File: config.mk
export PLATFORM = sky130hd
export DESIGN_NAME = w2r_ptr_sync_lvl
export DESIGN_NICKNAME = d
export VERILOG_FILES = /design/src/rtl/fifo_pkg.sv /design/src/rtl/w2r_ptr_sync_lvl_chain.sv /design/src/rtl/w2r_ptr_sync_lvl.sv
export SDC_FILE = /design/constraint.sdc
export NUM_CORES = 1
export LEC_CHECK = 0
export BUFFER_PORTS_ARGS = -buffer_cell sky130_fd_sc_hd__buf_4
export CAP_MARGIN = 25
export CORE_MARGIN = 2
export CORE_UTILIZATION = 46
export DETAILED_ROUTE_END_ITERATION = 6
export PLACE_DENSITY = 0.75
export SLEW_MARGIN = 15
export SYNTH_ARGS = -nofsm -noshare
export SYNTH_HDL_FRONTEND = slang
export SYNTH_HIERARCHICAL = 1
export SYNTH_SLANG_ARGS = --single-unit
File: constraint.sdc
create_clock -name rclk -period 3.4 [get_ports rclk]
set_input_delay 0.85 -clock rclk [delete_from_list [all_inputs] [get_ports rclk]]
set_output_delay 0.85 -clock rclk [all_outputs]
set_load 0.05 [all_outputs]
File: src/rtl/fifo_pkg.sv
// Shared async-FIFO pointer types and Gray/binary helpers.
// Helpers work on a fixed 32-bit container, so callers zero-extend narrower pointers and cast the result back.
// Zero-extension is harmless: the leading zero Gray bits decode to leading zero binary bits.
package fifo_pkg;

  localparam int PTR_WIDTH_DFLT = 9;
  localparam int FIFO_DEPTH     = 1 << PTR_WIDTH_DFLT;
  localparam int PTR_MAX_W      = 32;

  // Pointer type for the default geometry (address bits plus the wrap bit).
  typedef logic [PTR_WIDTH_DFLT:0] ptr_t;

  // Prefix XOR from the MSB down.
  function automatic logic [PTR_MAX_W-1:0] gray2bin(input logic [PTR_MAX_W-1:0] g);
    logic [PTR_MAX_W-1:0] b;
    b[PTR_MAX_W-1] = g[PTR_MAX_W-1];
    for (int i = PTR_MAX_W-2; i >= 0; i--) begin
      b[i] = b[i+1] ^ g[i];
    end
    return b;
  endfunction

  function automatic logic [PTR_MAX_W-1:0] bin2gray(input logic [PTR_MAX_W-1:0] b);
    return b ^ (b >> 1);
  endfunction

  function automatic int popcount(input logic [PTR_MAX_W-1:0] v);
    int n;
    n = 0;
    for (int i = 0; i < PTR_MAX_W; i++) begin
      n += int'(v[i]);
    end
    return n;
  endfunction

endpackage

File: src/rtl/w2r_ptr_sync_lvl_chain.sv
// sync_chain: plain multi-flop CDC synchroniser, usable in either pointer direction.
// Latency: STAGES clock edges from i_d to o_q; o_q_pre is the value that o_q takes on the next edge.
// There is no logic between the stages, and every stage resets asynchronously to 0.
module sync_chain #(
  parameter int WIDTH  = 10,
  parameter int STAGES = 2
) (
  input  logic             i_clk,
  input  logic             i_rst_n,
  input  logic [WIDTH-1:0] i_d,
  output logic [WIDTH-1:0] o_q,
  output logic [WIDTH-1:0] o_q_pre
);

  logic [WIDTH-1:0] r_stage [STAGES];

  // Shift the asynchronous input through the flop chain.
  always_ff @(posedge i_clk or negedge i_rst_n) begin
    if (!i_rst_n) begin
      for (int i = 0; i < STAGES; i++) begin
        r_stage[i] <= '0;
      end
    end else begin
      r_stage[0] <= i_d;
      for (int i = 1; i < STAGES; i++) begin
        r_stage[i] <= r_stage[i-1];
      end
    end
  end

  assign o_q     = r_stage[STAGES-1];
  assign o_q_pre = r_stage[STAGES-2];

endmodule

File: src/rtl/w2r_ptr_sync_lvl.sv
// w2r_ptr_sync_lvl: the read-domain receiver for the write Gray pointer. It synchronises the pointer, decodes it to binary, and derives the fill level and the empty and almost-empty flags.
// Latency: wptr_gray reaches wptr_sync_gray/bin after SYNC_STAGES rclk edges. The level and flags are registered from the *_next values.
// No backpressure. Optional macro GRAY_CHECK_EN adds a sticky multi-bit-step detector on the synchronised pointer.
module w2r_ptr_sync_lvl
  import fifo_pkg::*;
#(
  parameter int ptr_width     = 9,
  parameter int SYNC_STAGES   = 2,
  parameter int AEMPTY_THRESH = 4
) (
  input  logic               rclk,
  input  logic               r_rst_n,
  input  logic [ptr_width:0] wptr_gray,
  input  logic [ptr_width:0] rptr_bin_next,
  output logic [ptr_width:0] wptr_sync_gray,
  output logic [ptr_width:0] wptr_sync_bin,
  output logic [ptr_width:0] rd_level,
  output logic               rempty,
  output logic               almost_empty,
  output logic               lvl_err,
  output logic               sync_err
);

  localparam int             PW       = ptr_width + 1;
  localparam logic [PW-1:0]  DEPTH_V  = {1'b1, {ptr_width{1'b0}}};
  localparam logic [PW-1:0]  THRESH_V = PW'(AEMPTY_THRESH);

  if (SYNC_STAGES < 2 || SYNC_STAGES > 4) begin : g_bad_stages
    $error("w2r_ptr_sync_lvl: SYNC_STAGES must be 2..4");
  end
  if (AEMPTY_THRESH < 1 || AEMPTY_THRESH > (1 << ptr_width) - 1) begin : g_bad_thresh
    $error("w2r_ptr_sync_lvl: AEMPTY_THRESH out of range");
  end

  logic [PW-1:0] w_sync_gray;
  logic [PW-1:0] w_gray_next;
  logic [PW-1:0] w_bin_next;
  logic [PW-1:0] w_lvl_raw;
  logic [PW-1:0] w_lvl_next;
  logic          w_overrun;

  logic [PW-1:0] r_wptr_sync_bin;
  logic [PW-1:0] r_rd_level;
  logic          r_rempty;
  logic          r_aempty;
  logic          r_lvl_err;

  sync_chain #(
    .WIDTH  (PW),
    .STAGES (SYNC_STAGES)
  ) u_sync (
    .i_clk   (rclk),
    .i_rst_n (r_rst_n),
    .i_d     (wptr_gray),
    .o_q     (w_sync_gray),
    .o_q_pre (w_gray_next)
  );

  // Decode the value that is about to enter the last stage, so the binary pointer lands in the same cycle as the Gray one.
  assign w_bin_next = PW'(gray2bin(PTR_MAX_W'(w_gray_next)));

  // The modulo subtraction covers pointer wrap. Any result above DEPTH means a read overran the write pointer or a pointer was corrupted.
  assign w_lvl_raw  = w_bin_next - rptr_bin_next;
  assign w_overrun  = (w_lvl_raw > DEPTH_V);
  assign w_lvl_next = w_overrun ? DEPTH_V : w_lvl_raw;

  // Register the decoded pointer, the level and the flags from their next-state values.
  always_ff @(posedge rclk or negedge r_rst_n) begin
    if (!r_rst_n) begin
      r_wptr_sync_bin <= '0;
      r_rd_level      <= '0;
      r_rempty        <= 1'b1;
      r_aempty        <= 1'b1;
      r_lvl_err       <= 1'b0;
    end else begin
      r_wptr_sync_bin <= w_bin_next;
      r_rd_level      <= w_lvl_next;
      r_rempty        <= (w_lvl_next == '0);
      r_aempty        <= (w_lvl_next <= THRESH_V);
      r_lvl_err       <= r_lvl_err | w_overrun;
    end
  end

`ifdef GRAY_CHECK_EN
  logic r_sync_err;

  // The last chain stage already holds the previous synchronised value, so comparing it with the incoming value needs no extra history flop.
  // After reset that previous value is 0.
  always_ff @(posedge rclk or negedge r_rst_n) begin
    if (!r_rst_n) begin
      r_sync_err <= 1'b0;
    end else if (popcount(PTR_MAX_W'(w_gray_next ^ w_sync_gray)) > 1) begin
      r_sync_err <= 1'b1;
    end
  end

  assign sync_err = r_sync_err;
`else
  assign sync_err = 1'b0;
`endif

  assign wptr_sync_gray = w_sync_gray;
  assign wptr_sync_bin  = r_wptr_sync_bin;
  assign rd_level       = r_rd_level;
  assign rempty         = r_rempty;
  assign almost_empty   = r_aempty;
  assign lvl_err        = r_lvl_err;

endmodule

# Word level (Yosys, flattened, before mapping)
# Index checks and enable logic that the tools add are counted.
[totals] regBits=43 in_bits=22 output_inout_bits=34 wordCells=22
[classes] addsub=1 n_lt_le_gt_ge=2 muxes=1 n_bitwise=10 n_reduce_logical=1
[op_table] operator="> comparator 10 bit (second input constant)" count=1
[op_table] operator="<= comparator 10 x 3 -> 1 bit (second input constant)" count=1
[op_table] operator="logical NOT 10 bit" count=1
[op_table] operator="two-way mux 10 bit" count=1
[op_table] operator="subtractor 10 bit" count=1
[op_table] operator="XOR 1 bit" count=9
[op_table] operator="OR 1 bit" count=1

# Depth between registers and ports, before layout
# Gate-level depths: netlist (run 1).
[logic_depth] word_depth=13 mapped_depth=16

# Cells and area by module
# The synthesis (run 1) kept the hierarchy.
[modules_own_cells] mod="w2r_ptr_sync_lvl" n_inst=1 cells_each=128 area_per_inst_um2=1361.3 seq_area_each_um2=578.1
[modules_own_cells] mod="sync_chain" n_inst=1 cells_each=20 area_per_inst_um2=500.5 seq_area_each_um2=500.5

# Worst setup path after synthesis (run 1)
# No wires, ideal clock.
[synth_timing] path_kind="reg-to-reg" from="reg u_sync.r_stage (netlist bit u_sync/o_q_pre[9])" to="reg r_lvl_err (netlist: lvl_err)" setup_ns=0.119 t_arrival_ns=3.580 t_required_ns=3.281 path_slack_ns=-0.299 path_stages_with_launch=17 path_buffers=0 cell_sequence="dfrtp_1 -> xor2_2 -> xnor2_2 -> xor2_2 -> xor2_2 -> xnor2_2 -> xnor2_4 -> xnor2_1 -> ha_1 -> fa_1 -> nor2b_1 -> o21a_1 -> o21ai_0 -> and4b_1 -> a2111oi_2 -> nand4_1 -> a21o_1"
[synth_via] elab_chain_len=12
[synth_lines] element="from (decl)" line_no="w2r_ptr_sync_lvl_chain.sv:15" source="logic [WIDTH-1:0] r_stage [STAGES];"
[synth_lines] element="from (signal, indexed assignment)" line_no="w2r_ptr_sync_lvl_chain.sv:26" source="r_stage[i] <= r_stage[i-1];"
[synth_lines] element="XOR 1 bit *" line_no="fifo_pkg.sv:18" source="b[i] = b[i+1] ^ g[i];"
[synth_lines] element="via w_bin_next[8]" line_no="w2r_ptr_sync_lvl.sv:37" source="logic [PW-1:0] w_bin_next;"
[synth_lines] element="XOR 1 bit * (4 in series)" line_no="fifo_pkg.sv:18"
[synth_lines] element="via w_bin_next[4]" line_no="w2r_ptr_sync_lvl.sv:37"
[synth_lines] element="XOR 1 bit (4 in series)" line_no="fifo_pkg.sv:18"
[synth_lines] element="subtractor 10 bit *" line_no="w2r_ptr_sync_lvl.sv:63" source="assign w_lvl_raw = w_bin_next - rptr_bin_next;"
[synth_lines] element="> comparator 10 bit *" line_no="w2r_ptr_sync_lvl.sv:64" source="assign w_overrun = (w_lvl_raw > DEPTH_V);"
[synth_lines] element="OR 1 bit *" line_no="w2r_ptr_sync_lvl.sv:80" source="r_lvl_err <= r_lvl_err | w_overrun;"
[synth_lines] element="to (signal assigned)" line_no="w2r_ptr_sync_lvl.sv:80"
[synth_lines] element="to (decl)" line_no="w2r_ptr_sync_lvl.sv:46" source="logic r_lvl_err;"
# Mark *: on every way through the listed nets, which the timed path passes. The rest lies on a longest branch.

# Worst setup path in the final report (run 1)
[layout_timing] from="reg u_sync.r_stage (netlist bit u_sync/o_q_pre[8])" to="reg r_lvl_err (netlist: lvl_err)"
# Same word-level chain as after synthesis.

==> results of run 1 <==
synthesized netlist by cell type (all sizes together):
master / count / area (µm²)
o211ai: 1 / 7.51
and4b: 1 / 10.0
inv: 16 / 60.1
nand2: 2 / 7.51
mux2i: 1 / 10.0
dfrtp: 41 / 1030
or2: 1 / 6.26
o21a: 3 / 22.5
nand2b: 1 / 6.26
nand3: 1 / 5.00
nand4: 1 / 6.26
xnor2: 9 / 113
a311oi: 1 / 8.76
nor2: 11 / 41.3
xor2: 7 / 83.8
fa: 1 / 20.0
conb: 1 / 3.75
a21o: 2 / 15.0
and3b: 1 / 8.76
ha: 9 / 113
a211oi: 3 / 22.5
a21oi: 2 / 10.0
o21ai: 3 / 15.0
o211a: 2 / 20.0
a21boi: 2 / 15.0
dfstp: 2 / 52.6
buf: 2 / 12.5
a2111oi: 1 / 15.0
and2: 2 / 12.5
or3: 1 / 6.26
and3: 2 / 12.5
o2111ai: 1 / 8.76
nor2b: 4 / 25.0
a31oi: 1 / 6.26
o2111a: 1 / 11.3
nor3: 7 / 35.0
nor3b: 1 / 7.51
worst register-to-register path: stages, from the launching register on:
cell and delay [ps]:
dfrtp_1 410, xor2_2 200, xnor2_2 200, xor2_2 230, xor2_2 210, xnor2_2 190, xnor2_4 150, buf_6 140
xor2_1 170, fa_2 400, nor2b_1 140, o21a_1 220, o21ai_2 70, and4b_1 230, a2111oi_4 250, nand4_1 170
a21o_1 210
state kept, by name, indices dropped and copies added (netlist names):
name,cells
rd_level,10
u_sync/o_q,10
u_sync/o_q_pre,10
wptr_sync_bin,10
almost_empty,1
lvl_err,1
rempty,1
how the worst min path moves through the flow:
| stage | cells past startpoint | endpoint | slack, ps |
|---|---|---|---|
| floorplan | 0 | u_sync/o_q[1] | 370 |
| global placement | 0 | u_sync/o_q[1] | 380 |
| detailed placement | 0 | u_sync/o_q[1] | 380 |
| CTS | 0 | u_sync/o_q[1] | 400 |
| finish | 0 | u_sync/o_q[1] | 410 |
| global route | 0 | u_sync/o_q[1] | 430 |
cell families (layout without fill, tap and decap cells):
kind of cell	after synthesis	count (layout)	share of synthesized area
flip-flops	43	43	0.579
other	1	1	0.00201
multiplexers	1	1	0.00538
AO/OA/AOI/OAI	23	23	0.0954
adder cells (fa/ha/maj)	10	10	0.0712
AND/OR/NAND/NOR	36	36	0.102
buffers and inverters	18	101	0.0390
XOR/XNOR	16	16	0.106
per-layer routing:
| metal | part of all wire | GRT usage |
|---|---|---|
| met1 | 0.37 | 0.189 |
| met2 | 0.54 | 0.311 |
| met3 | 0.067 | 0.0633 |
| met4 | 0.017 | 0.0765 |
| met5 | 0 | 0 |
report_power, final:
| part | leakage, nW | switching, mW | internal (mW) | total, mW |
|---|---|---|---|---|
| combinational | 0.793 | 0.716 | 0.496 | 1.21 |
| sequential | 0.507 | 0.0298 | 0.603 | 0.633 |
| clock | 0.0482 | 0.159 | 0.164 | 0.322 |
area by class of cell:
| cell class | count | area [µm²] |
|---|---|---|
| clock inverter | 1 | 5.00 |
| timing repair buffer | 77 | 597 |
| clock buffer | 7 | 86.3 |
| sequential | 43 | 1080 |
| tap | 50 | 62.6 |
| fill | 286 | 1230 |
| multi-input combinational | 87 | 821 |
| inverter | 16 | 60.1 |
what timing repair did:
action | 4_1_cts | 5_1_grt
pin swaps | 8 | 6
endpoints found under the setup margin | 13 | 13
buffers inserted | 6 | 1
gates resized for setup | 12 | 14
through the flow:
stage / TNS (ps) / area, µm² / cells
detailed placement: -3360 / 2450 / 266
global route: -4800 / 2710 / 281
CTS: -1660 / 2640 / 280
floorplan: -194 / 1880 / 148
finish: -2210 / 2710 / 281
global placement: -1770 / 2450 / 266
==> results.json, run 1 <==
{
  "drc": 0,
  "period_minus_slack_ps": 3700,
  "drv_slew": 0,
  "cp_num_buf_inv": 1,
  "final_cell_mix": "buf_4, dfrtp_1, inv_1",
  "critical_path_class": "reg -> reg",
  "antennaDiodeCount": 0,
  "path_max_fanout": 4,
  "worst_hold_path_type": "reg -> reg",
  "cts_tree": "done",
  "drive_above_1_share": 0.481,
  "yosysWarnings": 6,
  "via_count": 1347,
  "finalPower_mw": 2.17,
  "clk_pin_slew_ps": 80,
  "rsz0062_at_grt": "true",
  "cp_common_cell": "xor2_2",
  "r2r_end": "lvl_err",
  "worst_ep_required_time_ps": 3580,
  "min_from": "u_sync/o_q_pre[1]",
  "nets": 262,
  "dpl.hpwl_um": 2590,
  "cp.arrival_ps": 3890,
  "die_x_um": 67.6,
  "worstMarginPinSlew_ps": 607,
  "rows": 23,
  "crit_path_max_incr_delay_ps": 410,
  "fp.coreArea_um2": 3940,
  "cts_hold_buf": 0,
  "wirelength_um": 3730,
  "drtAntennaViolNets": 0,
  "syn_nets": 180,
  "numPortBuffers": 54,
  "drt_iter0_markers": 38,
  "die_area_um2": 4570,
  "start_util": 0.472,
  "grt_max_degree": 44,
  "ios": 56,
  "clock_latency_ps": 300,
  "r2r_cells": 16,
  "htreeDepth": 2,
  "crit_cells": 16,
  "maxSlewHeadroom": 0.594,
  "syn_area_um2": 1860,
  "syn_area_per_cell_um2": 12.6,
  "holdWs_ps": 410,
  "cap_violations": 0,
  "dr.pass1.iters": 4,
  "grt_antenna_before_repair": 0,
  "start_kind": "flip-flop",
  "skew_ps": 8.89,
  "cp-endpoint": "lvl_err",
  "grt_overflow_total": 0,
  "setup_violations": 12,
  "cp_slowest_cell": "dfrtp_1",
  "peakVddDrop_mv": 0.334,
  "crit_chain": "xor2_2, xnor2_2, xor2_2, xor2_2, xnor2_2, xnor2_4, buf_6, xor2_1, fa_2, nor2b_1, o21a_1, o21ai_2, and4b_1, a2111oi_4, nand4_1, a21o_1",
  "r2r_start": "u_sync/o_q_pre[8]",
  "crit_start": "u_sync/o_q_pre[8]",
  "min_period_over_period": 1.09,
  "cp_top_family": "XOR/XNOR gates",
  "globalplace.congestion": 0.871,
  "status": "finished with violations",
  "post_drt_via_cell_ratio": 4.79,
  "crit_path_end_kind": "flip-flop",
  "root_buffer": "clkbuf_8",
  "pre_cts_ws_ps": -343,
  "clock-sinks": 43,
  "track_usage": 0.177,
  "ys_ff_latch": 43,
  "grt_pass1_wl_um": 5840,
  "seq_area_frac_synth": 0.579,
  "utilization": 0.687,
  "area_delta_synth_final_pct": 45.6,
  "violations": "setup timing",
  "die_h_um": 67.6,
  "finalHoldViolCount": 0,
  "layout.cells.most_common": "buf_4",
  "p_per_area_nw_per_um2": 800,
  "synthDistinctLibCells": 41,
  "synthCells": 148,
  "cts_buffers": 5,
  "layout_setup_ws_ps": -302,
  "r2r_slack_ps": -300,
  "wl_per_cell_um": 13.3,
  "cts_buffer_depth": 2,
  "timing.fmax_mhz": 270,
  "power.leakage_nw": 1.35,
  "grt_pass1_vias": 1381
}
(Power assumes the default switching activity.)
==> run 2, diff against run 1 <==
--- a/config.mk
+++ b/config.mk
@@ -10,6 +10,5 @@
 export CORE_MARGIN = 2
-export CORE_UTILIZATION = 46
+export CORE_UTILIZATION = 35
 export DETAILED_ROUTE_END_ITERATION = 6
-export PLACE_DENSITY = 0.75
-export SLEW_MARGIN = 15
+export SLEW_MARGIN = 20
 export SYNTH_ARGS = -nofsm -noshare
==> constraint.sdc (replaced) <==
create_clock -name rclk -period 3.4 [get_ports rclk]
set_input_delay 0.68 -clock rclk [delete_from_list [all_inputs] [get_ports rclk]]
set_output_delay 0.68 -clock rclk [all_outputs]
set_load 0.05 [all_outputs]
==> results.json, run 2 (same netlist as run 1, synthesis figures left out) <==
{
  "power.leakage_nw": 1.38,
  "cts_buffer_depth": 2,
  "fp.coreArea_um2": 5110,
  "layout.cells.most_common": "buf_4",
  "power_frac_comb": 0.543,
  "ios": 56,
  "cts_buffers": 5,
  "grt_max_degree": 44,
  "highest_layer": "met4",
  "r2r_start": "u_sync/o_q_pre[9]",
  "wl_per_cell_um": 11.0,
  "die_area_um2": 5920,
  "finalHoldViolCount": 0,
  "drv_slew": 0,
  "drc": 0,
  "drtAntennaViolNets": 0,
  "peakVddDrop_mv": 0.333,
  "cp_slowest_cell": "dfrtp_1",
  "critical_path_class": "reg -> reg",
  "drt_iter0_markers": 52,
  "start_kind": "flip-flop",
  "period_minus_slack_ps": 3620,
  "status": "finished with violations",
  "setup_violations": 12,
  "root_buffer": "clkbuf_8",
  "area_delta_synth_final_pct": 47.5,
  "dpl.hpwl_um": 2540,
  "worst_ep_required_time_ps": 3620,
  "dr.pass1.iters": 4,
  "grt_antenna_before_repair": 0,
  "skew_ps": 1.47,
  "grt_pass1_vias": 1308,
  "timing.fmax_mhz": 276,
  "globalplace.congestion": 0.739,
  "crit_path_end_kind": "flip-flop",
  "fin_tns_setup_ps": -2230,
  "clock_latency_ps": 290,
  "crit_path_max_incr_delay_ps": 410,
  "numPortBuffers": 54,
  "cp_num_buf_inv": 4,
  "final_cells": 312,
  "via_count": 1331,
  "post_drt_via_cell_ratio": 4.27,
  "wl_met2_um": 1680,
  "clkPwrFrac": 0.161,
  "seqPwrFrac": 0.297,
  "htreeDepth": 2,
  "start_util": 0.365,
  "p_per_area_nw_per_um2": 772,
  "layout_setup_ws_ps": -221,
  "cp.arrival_ps": 3840,
  "min_period_over_period": 1.07,
  "multi_input_area_um2": 759,
  "clock-sinks": 43,
  "p_sw_frac": 0.398,
  "path_max_fanout": 7,
  "placed_cells": 294,
  "seqCellArea_um2": 1080,
  "clk_pin_slew_ps": 70,
  "m1WireLength_um": 1510,
  "rows": 26,
  "nets": 273,
  "grt_overflow_total": 0,
  "utilization": 0.538,
  "fillers": 476,
  "r2r_slack_ps": -220,
  "track_usage": 0.124,
  "crit_start": "u_sync/o_q_pre[9]",
  "final_cell_mix": "buf_4, dfrtp_1, inv_1",
  "crit_chain": "xor2_2, xnor2_2, xor2_2, xor2_2, xnor2_2, buf_4, buf_4, ha_1, inv_1, nor3_1, a21boi_0, a21boi_2, mux2i_1, nand2_2, buf_4, nor2_1",
  "die_x_um": 76.9,
  "rsz0062_at_grt": "true",
  "internal_power_mw": 1.28,
  "die_h_um": 76.9,
  "cap_violations": 0,
  "cts_tree": "done",
  "drive_above_1_share": 0.471,
  "power_switching_mw": 0.843,
  "met3WireLength_um": 193,
  "wirelength_um": 3430,
  "grt_pass1_wl_um": 5870,
  "cts_hold_buf": 0,
  "holdWs_ps": 359,
  "antennaDiodeCount": 0,
  "worst_hold_path_type": "in -> async",
  "cp_top_family": "XOR/XNOR gates",
  "violations": "setup timing"
}
==> run 2: cell type report <==
| type | instances | area share |
|---|---|---|
| clock buffer | 8 | 0.0364 |
| sequential | 43 | 0.393 |
| timing repair buffer | 88 | 0.241 |
| multi-input combinational | 87 | 0.277 |
| inverter | 16 | 0.0219 |
| tap | 70 | 0.0319 |
==> run 2: layer usage <==
layer  track usage  up-vias
li1              -      678
met3        0.0294        7
met5             0        -
met2         0.198       42
met4        0.0545        0
met1         0.160      604
==> run 2: final timing paths <==
check	endpoint	cells past startpoint
worst max-delay path	rd_level[3]	16
worst min-delay path	u_sync/o_q[1]	1
worst max register to register	rd_level[3]	16
worst min register to register	u_sync/o_q[1]	0
max in group asynchronous	rempty	1
min in group rclk	u_sync/o_q[1]	0
==> run 2: what timing repair did <==
action | in CTS | in global routing
gates resized for setup | 3 | 4
setup endpoints to repair | 12 | 13
buffers inserted | 6 | 4
pin swaps | 13 | 5
==> run 2: through the flow <==
stage               cell area (µm²)  worst slack (ps)  power (mW)
global placement               2540              -250        1.72
floorplan                      1880              -143        1.33
CTS                            2700              -283        2.10
detailed placement             2540              -333        1.72
finish                         2750              -221        2.12
global route                   2750              -533        2.25
==> run 2: power by group through the flow <==
stage	registers (mW)	clock network (mW)	logic [mW]
6_report	0.630	0.340	1.15
5_1_grt	0.640	0.376	1.24
4_1_cts	0.631	0.352	1.12
3_5_place_dp	0.640	0	1.08
3_3_place_gp	0.641	0	1.08
2_1_floorplan	0.952	0	0.378
